===== src/rtl/alu_pkg.sv =====
`default_nettype none
// ============================================================================
//  Module  : alu_pkg
//  Purpose : Shared definitions for the pipelined ALU: operation encodings,
//            shifter mode encodings and the stage-1 control bundle.
//  Ports   : none (package)
//  Config  : ALU_SAT_EN (consumed by alu_pipe, not referenced here)
//  Rev     : 1.0  initial release
// ============================================================================
package alu_pkg;

  // Op[2]=0 selects the shifter group, Op[2]=1 the arithmetic/logic group.
  localparam logic [2:0] OP_ROL = 3'b000;
  localparam logic [2:0] OP_SLL = 3'b001;
  localparam logic [2:0] OP_SRA = 3'b010;
  localparam logic [2:0] OP_SRL = 3'b011;
  localparam logic [2:0] OP_ADD = 3'b100;
  localparam logic [2:0] OP_AND = 3'b101;
  localparam logic [2:0] OP_OR  = 3'b110;
  localparam logic [2:0] OP_XOR = 3'b111;

  // Shifter mode is simply Op[1:0] of the shifter group.
  localparam logic [1:0] SH_ROL = 2'b00;
  localparam logic [1:0] SH_SLL = 2'b01;
  localparam logic [1:0] SH_SRA = 2'b10;
  localparam logic [1:0] SH_SRL = 2'b11;

  // Width-independent part of the stage-1 bundle; operands are held
  // alongside it because their width depends on the module parameter.
  typedef struct packed {
    logic [2:0] op;
    logic       cin;
    logic       sign;
  } s1_ctrl_t;

endpackage : alu_pkg
`default_nettype wire


===== src/rtl/alu_shifter.sv =====
`default_nettype none
// ============================================================================
//  Module  : alu_shifter
//  Purpose : Combinational logarithmic barrel shifter, four modes
//            (rotate left, logical left, arithmetic right, logical right).
//  Ports   : data_i  [N-1:0]   value to shift
//            count_i [SHW-1:0] shift amount
//            mode_i  [1:0]     SH_ROL / SH_SLL / SH_SRA / SH_SRL
//            data_o  [N-1:0]   shifted value
//  Config  : none
//  Rev     : 1.0  initial release
// ============================================================================
module alu_shifter
  import alu_pkg::*;
#(
  parameter int N = 16
) (
  input  logic [N-1:0]         data_i,
  input  logic [$clog2(N)-1:0] count_i,
  input  logic [1:0]           mode_i,
  output logic [N-1:0]         data_o
);

  localparam int SHW = $clog2(N);

  // stg[k] is the value after the first k stages; stage k shifts by 2**k.
  logic [SHW:0][N-1:0] stg;

  assign stg[0] = data_i;

  for (genvar k = 0; k < SHW; k++) begin : g_stage
    localparam int S = 1 << k;

    logic [N-1:0] w_rol;
    logic [N-1:0] w_sll;
    logic [N-1:0] w_sra;
    logic [N-1:0] w_srl;
    logic [N-1:0] w_sel;

    assign w_rol = {stg[k][N-1-S:0], stg[k][N-1:N-S]};
    assign w_sll = {stg[k][N-1-S:0], {S{1'b0}}};
    assign w_sra = {{S{stg[k][N-1]}}, stg[k][N-1:S]};
    assign w_srl = {{S{1'b0}}, stg[k][N-1:S]};

    always_comb begin
      w_sel = w_rol;
      case (mode_i)
        SH_ROL: w_sel = w_rol;
        SH_SLL: w_sel = w_sll;
        SH_SRA: w_sel = w_sra;
        SH_SRL: w_sel = w_srl;
      endcase
    end

    assign stg[k+1] = count_i[k] ? w_sel : stg[k];
  end

  assign data_o = stg[SHW];

endmodule : alu_shifter
`default_nettype wire


===== src/rtl/alu_pipe.sv =====
`default_nettype none
// ============================================================================
//  Module  : alu_pipe
//  Purpose : Two-stage pipelined ALU with valid/ready handshakes on both
//            sides, full-throughput backpressure and a sticky overflow bit.
//            S1 registers the effective operands and controls, S2 computes
//            and registers the result and flags.
//  Ports   : clk, rst (async, active high)
//            in_valid/in_ready, A, B, Cin, Op, invA, invB, sign  - input side
//            out_valid/out_ready, Out, Zero, Ofl                 - output side
//            clr_sticky, sticky_ofl                              - status
//  Config  : ALU_SAT_EN - when defined, an overflowing ADD returns the
//            saturated value instead of the wrapped sum.
//  Rev     : 1.0  initial release
// ============================================================================
module alu_pipe
  import alu_pkg::*;
#(
  parameter int N = 16
) (
  input  logic         clk,
  input  logic         rst,
  input  logic         in_valid,
  output logic         in_ready,
  input  logic [N-1:0] A,
  input  logic [N-1:0] B,
  input  logic         Cin,
  input  logic [2:0]   Op,
  input  logic         invA,
  input  logic         invB,
  input  logic         sign,
  output logic         out_valid,
  input  logic         out_ready,
  output logic [N-1:0] Out,
  output logic         Zero,
  output logic         Ofl,
  input  logic         clr_sticky,
  output logic         sticky_ofl
);

  localparam int SHW = $clog2(N);

  // --------------------------------------------------------------------------
  // Stage registers
  // --------------------------------------------------------------------------
  logic         s1_valid_q;
  logic [N-1:0] s1_a_q;
  logic [N-1:0] s1_b_q;
  s1_ctrl_t     s1_ctrl_q;

  logic         out_valid_q;
  logic [N-1:0] out_q;
  logic         zero_q;
  logic         ofl_q;
  logic         sticky_q;

  // --------------------------------------------------------------------------
  // Handshake: S2 may move whenever its content is absent or being taken;
  // S1 moves with S2, so input stalls only when both stages are full.
  // --------------------------------------------------------------------------
  logic w_s2_adv;
  logic w_in_hs;
  logic w_out_hs;

  assign w_s2_adv = !out_valid_q || out_ready;
  assign in_ready = !s1_valid_q || w_s2_adv;
  assign w_in_hs  = in_valid && in_ready;
  assign w_out_hs = out_valid_q && out_ready;

  // --------------------------------------------------------------------------
  // Stage 1: capture inverted operands and controls
  // --------------------------------------------------------------------------
  s1_ctrl_t w_ctrl_in;

  assign w_ctrl_in.op   = Op;
  assign w_ctrl_in.cin  = Cin;
  assign w_ctrl_in.sign = sign;

  always_ff @(posedge clk or posedge rst) begin
    if (rst) begin
      s1_valid_q <= 1'b0;
      s1_a_q     <= '0;
      s1_b_q     <= '0;
      s1_ctrl_q  <= '0;
    end else if (in_ready) begin
      // in_ready implies S1 is empty or draining into S2 this edge.
      s1_valid_q <= in_valid;
      if (w_in_hs) begin
        s1_a_q    <= invA ? ~A : A;
        s1_b_q    <= invB ? ~B : B;
        s1_ctrl_q <= w_ctrl_in;
      end
    end
  end

  // --------------------------------------------------------------------------
  // Stage 2: execute
  // --------------------------------------------------------------------------
  logic [N-1:0] w_shift;
  logic [N:0]   w_sum;
  logic         w_sofl;

  alu_shifter #(
    .N (N)
  ) u_shifter (
    .data_i  (s1_a_q),
    .count_i (s1_b_q[SHW-1:0]),
    .mode_i  (s1_ctrl_q.op[1:0]),
    .data_o  (w_shift)
  );

  assign w_sum  = {1'b0, s1_a_q} + {1'b0, s1_b_q} + {{N{1'b0}}, s1_ctrl_q.cin};
  // Signed overflow: operands agree in sign but the sum does not.
  assign w_sofl = (s1_a_q[N-1] == s1_b_q[N-1]) && (w_sum[N-1] != s1_a_q[N-1]);

  logic [N-1:0] res_d;
  logic         ofl_d;
  logic         zero_d;

  always_comb begin
    res_d = w_shift;
    ofl_d = 1'b0;
    case (s1_ctrl_q.op)
      OP_ROL, OP_SLL, OP_SRA, OP_SRL: res_d = w_shift;
      OP_ADD: begin
        res_d = w_sum[N-1:0];
        ofl_d = s1_ctrl_q.sign ? w_sofl : w_sum[N];
`ifdef ALU_SAT_EN
        if (ofl_d) begin
          if (s1_ctrl_q.sign) begin
            // Both operands share a_eff's sign, so it picks the clamp end.
            res_d = s1_a_q[N-1] ? {1'b1, {(N-1){1'b0}}} : {1'b0, {(N-1){1'b1}}};
          end else begin
            res_d = '1;
          end
        end
`endif
      end
      OP_AND: res_d = s1_a_q & s1_b_q;
      OP_OR:  res_d = s1_a_q | s1_b_q;
      OP_XOR: res_d = s1_a_q ^ s1_b_q;
    endcase
    zero_d = (res_d == '0);
  end

  always_ff @(posedge clk or posedge rst) begin
    if (rst) begin
      out_valid_q <= 1'b0;
      out_q       <= '0;
      zero_q      <= 1'b0;
      ofl_q       <= 1'b0;
    end else if (w_s2_adv) begin
      out_valid_q <= s1_valid_q;
      if (s1_valid_q) begin
        out_q  <= res_d;
        zero_q <= zero_d;
        ofl_q  <= ofl_d;
      end
    end
  end

  // --------------------------------------------------------------------------
  // Sticky overflow: a delivered overflow beats a simultaneous clear.
  // --------------------------------------------------------------------------
  logic sticky_d;

  always_comb begin
    sticky_d = sticky_q;
    if (clr_sticky) begin
      sticky_d = 1'b0;
    end
    if (w_out_hs && ofl_q) begin
      sticky_d = 1'b1;
    end
  end

  always_ff @(posedge clk or posedge rst) begin
    if (rst) begin
      sticky_q <= 1'b0;
    end else begin
      sticky_q <= sticky_d;
    end
  end

  assign out_valid  = out_valid_q;
  assign Out        = out_q;
  assign Zero       = zero_q;
  assign Ofl        = ofl_q;
  assign sticky_ofl = sticky_q;

endmodule : alu_pipe
`default_nettype wire


===== config.mk =====
export PLATFORM = sky130hd
export DESIGN_NAME = alu_pipe
export DESIGN_NICKNAME = d
export VERILOG_FILES = /design/src/rtl/alu_pkg.sv /design/src/rtl/alu_shifter.sv /design/src/rtl/alu_pipe.sv
export SDC_FILE = /design/constraint.sdc
export NUM_CORES = 1
export LEC_CHECK = 0
export BUFFER_PORTS_ARGS = -buffer_cell sky130_fd_sc_hd__buf_4
export CORE_MARGIN = 1.5
export CORE_UTILIZATION = 50
export CTS_BUF_LIST = sky130_fd_sc_hd__clkbuf_8 sky130_fd_sc_hd__clkbuf_16
export CTS_CLUSTER_DIAMETER = 30
export DETAILED_ROUTE_END_ITERATION = 12
export GPL_TIMING_DRIVEN = 0
export PLACE_DENSITY = 0.78
export SLEW_MARGIN = 5
export SYNTH_ARGS = -nofsm -noshare
export SYNTH_HDL_FRONTEND = slang
export SYNTH_SLANG_ARGS = --single-unit

===== constraint.sdc =====
create_clock -name clk -period 3.8 [get_ports clk]
set_clock_uncertainty 0.05 [all_clocks]
set_input_delay 0.76 -clock clk [delete_from_list [all_inputs] [get_ports clk]]
set_output_delay 0.76 -clock clk [all_outputs]
set_load 0.01 [all_outputs]

Word-level counts from Yosys, hierarchy flattened
Index checks and enable logic that the tools add are counted.
Widths: inputs -> output; s select.
{"block": "classes", "addsub": 2, "n_eq_ne": 12, "muxes": 15, "bitwise": 5, "n_reduce_logical": 15}
{"operator": "$pmux 16 s4", "count": 4}
{"operator": "$mux 16", "count": 6}
{"operator": "$pmux 16 s5", "count": 1}
{"operator": "$not 16->16", "count": 2}
{"operator": "$add 16x16->17", "count": 1}
{"operator": "$add 17x1->17", "count": 1}
{"operator": "$and 16x16->16", "count": 1}
{"operator": "$logic_not 16->1", "count": 1}
{"operator": "$or 16x16->16", "count": 1}
{"operator": "$xor 16x16->16", "count": 1}
{"operator": "$eq 3x3->1 const B", "count": 4}
{"operator": "$eq 3x2->1 const B", "count": 2}
{"operator": "$eq 2x2->1 const B", "count": 2}
{"operator": "$logic_and 1x1->1", "count": 4}
{"operator": "$mux 1", "count": 4}
{"operator": "$reduce_and 2->1", "count": 2}
{"operator": "$reduce_or 4->1", "count": 1}
{"operator": "$eq 3x1->1 const B", "count": 1}
{"operator": "$logic_not 3->1", "count": 1}
{"operator": "$eq 2x1->1 const B", "count": 1}
{"operator": "$logic_not 1->1", "count": 2}
{"operator": "$logic_not 2->1", "count": 1}
{"operator": "$logic_or 1x1->1", "count": 2}
{"operator": "$reduce_bool 2->1", "count": 1}
{"operator": "2 further kinds", "count": 2}
{"block": "totals", "regBits": 58, "input_bits": 44, "out_inout_bits": 21}

Longest topological paths before layout
{"block": "logic_depth", "depth_word": 11, "ltp_mapped": 13}

Cells and area by module
From an unflattened synthesis, not the netlist that was laid out.
{"block": "unflattened", "cells_unflattened": 735, "area_unflattened_um2": 5789.3}
{"module": "alu_pipe", "instances": 1, "cells_each": 477, "area_each_um2": 4144.0}
{"module": "alu_shifter", "instances": 1, "cells_each": 258, "area_each_um2": 1645.3}

Worst setup path before layout
No wires, ideal clock.
{"block": "synth_path", "path_kind": "reg2reg", "from": "register s1_b_q[2]", "to": "register ofl_q (netlist: Ofl)", "setup_time_ps": 121, "arrival_time_ps": 3152, "required_ps": 3629, "slack_ps": 477, "path_stages_with_launch": 14, "n_path_buf": 2, "period_less_slack_ps": 3323, "path_cell_list": "dfrtp_1 clkbuf_1 clkinv_1 clkbuf_1 ha_1 nor2b_1 o31ai_2 nand2_1 a2111oi_2 o21ai_0 a21oi_1 nor2_1 o311a_1 a22o_1"}
{"block": "synth_between", "elab_chain_len": 6}
{"item": "start: declaration", "line_no": "alu_pipe.sv:48", "text": "logic [N-1:0] s1_b_q;"}
{"item": "start signal: assignment", "line_no": "alu_pipe.sv:90", "text": "s1_b_q <= invB ? ~B : B;"}
{"item": "$add 16x16->17 *", "line_no": "alu_pipe.sv:112", "text": "assign w_sum = {1'b0, s1_a_q} + {1'b0, s1_b_q} + {{N{1'b0}}, s1_ctrl_q.cin};"}
{"item": "$add 17x1->17 *", "line_no": "alu_pipe.sv:112"}
{"item": "$ne 1x1->1", "line_no": "alu_pipe.sv:114", "text": "assign w_sofl = (s1_a_q[N-1] == s1_b_q[N-1]) && (w_sum[N-1] != s1_a_q[N-1]);"}
{"item": "$logic_and 1x1->1", "line_no": "alu_pipe.sv:114"}
{"item": "$mux 1 *", "line_no": "alu_pipe.sv:127", "text": "ofl_d = s1_ctrl_q.sign ? w_sofl : w_sum[N];"}
{"item": "$mux 1 *", "line_no": "alu_pipe.sv:123", "text": "case (s1_ctrl_q.op)"}
{"item": "end signal: assignment", "line_no": "alu_pipe.sv:157", "text": "ofl_q <= ofl_d;"}
{"item": "end: declaration", "line_no": "alu_pipe.sv:54", "text": "logic ofl_q;"}
Mark *: on every way between the ends. The rest lies on a longest branch, timed or not.
A chain may end at the register's enable or synchronous reset.

Worst setup path in the final report
{"block": "layout_path", "from": "register s1_b_q[1]", "to": "register zero_q (netlist: Zero)"}
{"block": "layout_between", "elab_chain_len": 7, "elab_cells_between_ends": 12}
{"item": "parallel branches: the longest is 5 deep, another holds $add 16x16->17"}
{"item": "$pmux 16 s5 *", "line_no": "alu_pipe.sv:123"}
{"item": "$logic_not 16->1 *", "line_no": "alu_pipe.sv:143", "text": "zero_d = (res_d == '0);"}
{"item": "end signal: assignment", "line_no": "alu_pipe.sv:156", "text": "zero_q <= zero_d;"}
{"item": "end: declaration", "line_no": "alu_pipe.sv:53", "text": "logic zero_q;"}
Mark *: on every way between the ends.

==> metrics.txt <==
# TYPE chip_impl_metric gauge
chip_impl_info{name="run_status",value="finished clean"} 1
chip_impl_metric{name="worst_hold_slack",unit="ns"} 0.440
chip_impl_metric{name="grt_antenna_before_repair",unit=""} 0
chip_impl_metric{name="core_region_area",unit="um^2"} 11500
chip_impl_metric{name="mappedNetlistNets",unit=""} 809
chip_impl_metric{name="synth-seq-cells",unit=""} 58
chip_impl_metric{name="finalSetupViolCount",unit=""} 0
chip_impl_metric{name="internal_power",unit="mW"} 2.06
chip_impl_metric{name="routed_wl_per_cell",unit="um"} 23.8
chip_impl_metric{name="drtAntennaViolNets",unit=""} 0
chip_impl_metric{name="layout.cells.non_filler",unit=""} 952
chip_impl_info{name="crit_path_start_kind",value="flip-flop"} 1
chip_impl_metric{name="timing.fmax",unit="MHz"} 276
chip_impl_info{name="worstSetupStartpoint",value="s1_b_q[1]"} 1
chip_impl_metric{name="num_vias",unit=""} 6214
chip_impl_metric{name="cp_data_required_time",unit="ns"} 4.01
chip_impl_metric{name="num-nets-final",unit=""} 882
chip_impl_metric{name="cts.htree.levels",unit=""} 3
chip_impl_info{name="setup_repair_after_global_routing_missed_its_margin",value="no"} 1
chip_impl_info{name="root_buffer",value="clkbuf_16"} 1
chip_impl_info{name="timing.rr.end",value="Zero"} 1
chip_impl_metric{name="area_of_the_mapped_netlist",unit="um^2"} 5920
chip_impl_metric{name="ff2ff_path_depth",unit=""} 13
chip_impl_metric{name="p_sw",unit="mW"} 1.78
chip_impl_metric{name="drt_first_iter_violations",unit=""} 692
chip_impl_metric{name="first_global_vias",unit=""} 6290
chip_impl_metric{name="path_depth",unit=""} 13
chip_impl_metric{name="timing.critical_path.slowest_cell_delay",unit="ns"} 0.47
chip_impl_info{name="r2r_start",value="s1_b_q[1]"} 1
chip_impl_metric{name="layout-area-overhead-vs-synth",unit="%"} 16.3
chip_impl_metric{name="place_congestion",unit=""} 1.09
chip_impl_info{name="crit_path_frequent_cell",value="buf_2"} 1
chip_impl_metric{name="final.min_clock_period",unit="ns"} 3.62
chip_impl_metric{name="sinks_on_the_clock_net",unit=""} 58
chip_impl_info{name="cp_top_family",value="compound AO/OA/AOI/OAI gates"} 1
chip_impl_metric{name="layout-drive-gt1-share",unit="%"} 18.4
chip_impl_metric{name="path_max_fanout",unit=""} 11
chip_impl_metric{name="dpl_worst_slack",unit="ns"} -0.625
chip_impl_metric{name="grt_remaining_overflow",unit=""} 0
chip_impl_metric{name="dpl_cells",unit=""} 937
chip_impl_metric{name="gr_usage_total",unit="%"} 37.1
chip_impl_info{name="critPathCaptureType",value="flip-flop"} 1
chip_impl_info{name="critPathSlowestCell",value="fa_1"} 1
chip_impl_metric{name="number_of_buffers_added_by_the_clock_tree_synthesis_step",unit=""} 9
chip_impl_metric{name="r2r_slack",unit="ns"} 0.18
chip_impl_metric{name="boundaryPins",unit=""} 65
chip_impl_metric{name="dr.pass1.iters",unit=""} 8
chip_impl_metric{name="post_dp_cell_area",unit="um^2"} 6590
chip_impl_metric{name="fp.dieH",unit="um"} 112
chip_impl_metric{name="dpl.hpwl",unit="um"} 17600
chip_impl_metric{name="share_clk_of_total_power",unit="%"} 20.1
chip_impl_metric{name="power_frac_comb",unit="%"} 56.7
chip_impl_info{name="worstSetupEndpoint",value="Zero"} 1
chip_impl_metric{name="syn_avg_cell_area",unit="um^2"} 8.10
chip_impl_metric{name="die_area",unit="um^2"} 12500
chip_impl_metric{name="switching_share",unit="%"} 46.4
chip_impl_metric{name="maxSlewHeadroom",unit="%"} 39.0
chip_impl_metric{name="vias_per_cell",unit=""} 6.53
chip_impl_info{name="timing.setup.critical_path_class",value="flip-flop to flip-flop"} 1
chip_impl_metric{name="starting_utilization_of_the_core_area",unit="%"} 51.6
chip_impl_metric{name="max_cap_violations",unit=""} 0
chip_impl_metric{name="tightest_slew",unit="ns"} 0.908
chip_impl_metric{name="ys_types",unit=""} 75
chip_impl_metric{name="share_of_flip_flops_with_an_asynchronous_set_or_reset_after_synthesis",unit="%"} 100
chip_impl_metric{name="p_per_area",unit="nW/um^2"} 558
chip_impl_metric{name="floorplan.rows",unit=""} 39
chip_impl_metric{name="final-hold-violation-count",unit=""} 0
chip_impl_metric{name="report.power.total",unit="mW"} 3.84
chip_impl_metric{name="cp.buffers_inverters",unit=""} 3
chip_impl_metric{name="worst_setup_hold_path_clk_slew",unit="ns"} 0.06
chip_impl_metric{name="slew_violations",unit=""} 0
chip_impl_metric{name="grt_pass1_wl",unit="um"} 35900
chip_impl_metric{name="synthesis.yosys.warnings",unit=""} 0
chip_impl_metric{name="synth-edff-count",unit=""} 0
chip_impl_metric{name="sequential_share_of_the_synthesized_area",unit="%"} 24.5
chip_impl_metric{name="worstSkewPairLatency",unit="ns"} 0.33
chip_impl_metric{name="syn_inst",unit=""} 731
chip_impl_metric{name="data_arrival_time_at_the_worst_slack_endpoint",unit="ns"} 3.83
chip_impl_metric{name="port-buffer-count",unit=""} 62
chip_impl_metric{name="chipWidth",unit="um"} 112
chip_impl_metric{name="final_design_area_no_fill",unit="um^2"} 6890
chip_impl_metric{name="antenna-diode-count",unit=""} 0
chip_impl_metric{name="ir_drop",unit="mV"} 0.302
chip_impl_metric{name="p_leak",unit="nW"} 3.13
chip_impl_info{name="synth_top_flop_cell",value="dfrtp_1"} 1
chip_impl_info{name="worstHoldPathType",value="flip-flop to flip-flop"} 1
chip_impl_metric{name="cts.path.max_buffers",unit=""} 2
chip_impl_metric{name="grt_start_max_net_pins",unit=""} 32
chip_impl_metric{name="portion_of_the_clock_cycle_consumed_by_the_worst_path_in_the_final_layout",unit="%"} 95.2
chip_impl_metric{name="p_seq_share",unit="%"} 23.2
chip_impl_metric{name="routed_wl",unit="um"} 22700
chip_impl_metric{name="detail_route.drc_violations",unit=""} 0
chip_impl_info{name="crit_chain",value="buf_2, inv_1, buf_2, fa_1, nor2b_2, o31ai_4, a311o_1, xnor2_1, a22oi_1, o31ai_1, nor4b_2, nand3_1, o31ai_2"} 1
chip_impl_metric{name="finalWorstSetupSlack",unit="ns"} 0.182
chip_impl_info{name="cts_tree",value="yes"} 1
==> layout by cell type, fill, tap and decap left out, drive strengths merged, types with 6 or more instances in the layout <==
cell	count
ha	32
o31ai	6
mux2	17
o22ai	7
a21oi	75
nor2	67
mux2i	39
nand2	61
xor2	32
a221oi	8
inv	48
nand2b	9
o21ai	42
nor3	18
o211ai	11
a22oi	12
nor2b	11
dfrtp	58
a211oi	19
xnor2	10
clkbuf	36
buf	93
nand3	12
==> worst register-to-register path: stages, from the launching register on <==
cell	delay [ns]
dfrtp_1	0.35
buf_2	0.21
inv_1	0.16
buf_2	0.26
fa_1	0.47
nor2b_2	0.22
o31ai_4	0.11
a311o_1	0.34
xnor2_1	0.15
a22oi_1	0.31
o31ai_1	0.20
nor4b_2	0.33
nand3_1	0.15
o31ai_2	0.22
==> power groups by stage <==
stage / clock [mW] / combinational, mW / sequential (mW)
finish: 0.771 / 2.18 / 0.892
global route: 0.801 / 2.33 / 0.907
CTS: 0.770 / 2.10 / 0.887
detailed placement: 0 / 2.09 / 0.895
global placement: 0 / 2.07 / 0.884
floorplan: 0 / 1.38 / 0.892
==> metrics by stage <==
step	util [%]	setup TNS [ns]
floorplan	-	0
global placement	57.3	-3.07
detailed placement	57.4	-2.91
CTS	59.9	0
global route	60.1	0
finish	60.1	0
==> logic make-up (layout without fill, tap and decap cells) <==
family | count (synthesis) | after routing | share of synthesized area (%)
compound gates | 227 | 227 | 25.5
simple gates | 204 | 204 | 16.2
buf+inv | 105 | 183 | 8.41
mux | 61 | 61 | 11.8
flops | 58 | 58 | 24.5
xor+xnor | 42 | 42 | 6.21
fa+ha+maj | 34 | 34 | 7.44
==> cell type report <==
class                   instances  area (um^2)
clock buffers                  10          239
inverters                      48          183
multi-input cells             568         3990
clock inverters                 6         41.3
well taps                     143          179
repair buffers                 63          485
fillers                      1041         4580
flip-flops and latches         58         1450
plain buffers                  56          315
==> routing by layer <==
metal | up-vias | track usage (%) | share of wire (%)
li1 | 2768 | - | -
met2 | 389 | 58.3 | 45
met5 | - | 0 | 0
met4 | 0 | 19.4 | 5.4
met3 | 99 | 8.33 | 9.2
met1 | 2958 | 47.9 | 41
==> registers in the layout, indices dropped and copies added (netlist names) <==
name / flops
s1_b_q: 16
sticky_ofl: 1
s1_ctrl_q: 5
s1_a_q: 16
s1_valid_q: 1
Out: 16
out_valid: 1
Zero: 1
Ofl: 1
==> worst min-delay path by stage <==
stage               slack [ns]  depth (start not counted)        end        from
floorplan                 0.42                          1  out_valid  s1_valid_q
global placement          0.42                          2     Out[5]      Out[5]
detailed placement        0.43                          2    Out[10]     Out[10]
CTS                       0.44                          2    Out[10]     Out[10]
global route              0.45                          2     Out[5]      Out[5]
finish                    0.44                          2    Out[10]     Out[10]
==> synthesized netlist by cell type, drive strengths merged (3+ instances only) <==
cell | n | area (um^2)
a21oi | 75 | 379
nor2 | 67 | 254
nand2 | 61 | 229
dfrtp | 58 | 1450
inv | 46 | 173
o21ai | 42 | 210
mux2i | 39 | 390
ha | 32 | 400
xor2 | 32 | 280
buf | 30 | 203
clkbuf | 27 | 115
a211oi | 19 | 153
nor3 | 18 | 95.1
mux2 | 17 | 195
a22oi | 12 | 90.1
nand3 | 12 | 60.1
nor2b | 11 | 76.3
o211ai | 11 | 82.6
xnor2 | 10 | 87.6
nand2b | 9 | 56.3
a221oi | 8 | 82.6
o22ai | 7 | 43.8
o31ai | 6 | 55.1
a31oi | 5 | 31.3
and3 | 5 | 31.3
mux4 | 5 | 113
o2111ai | 5 | 43.8
or3 | 5 | 31.3
a21o | 4 | 30.0
and2 | 4 | 25.0
nor4 | 4 | 40.0
a211o | 3 | 26.3
o21a | 3 | 22.5
o21bai | 3 | 26.3
o221ai | 3 | 26.3
==> timing repair <==
action                     in CTS  in global routing
hold buffers                    0                  0
gates resized for setup         2                  5
buffers inserted                0                  0
setup endpoints to repair      11                  4
pin swaps                       0                  0
Power figures use the tool's default switching activity.
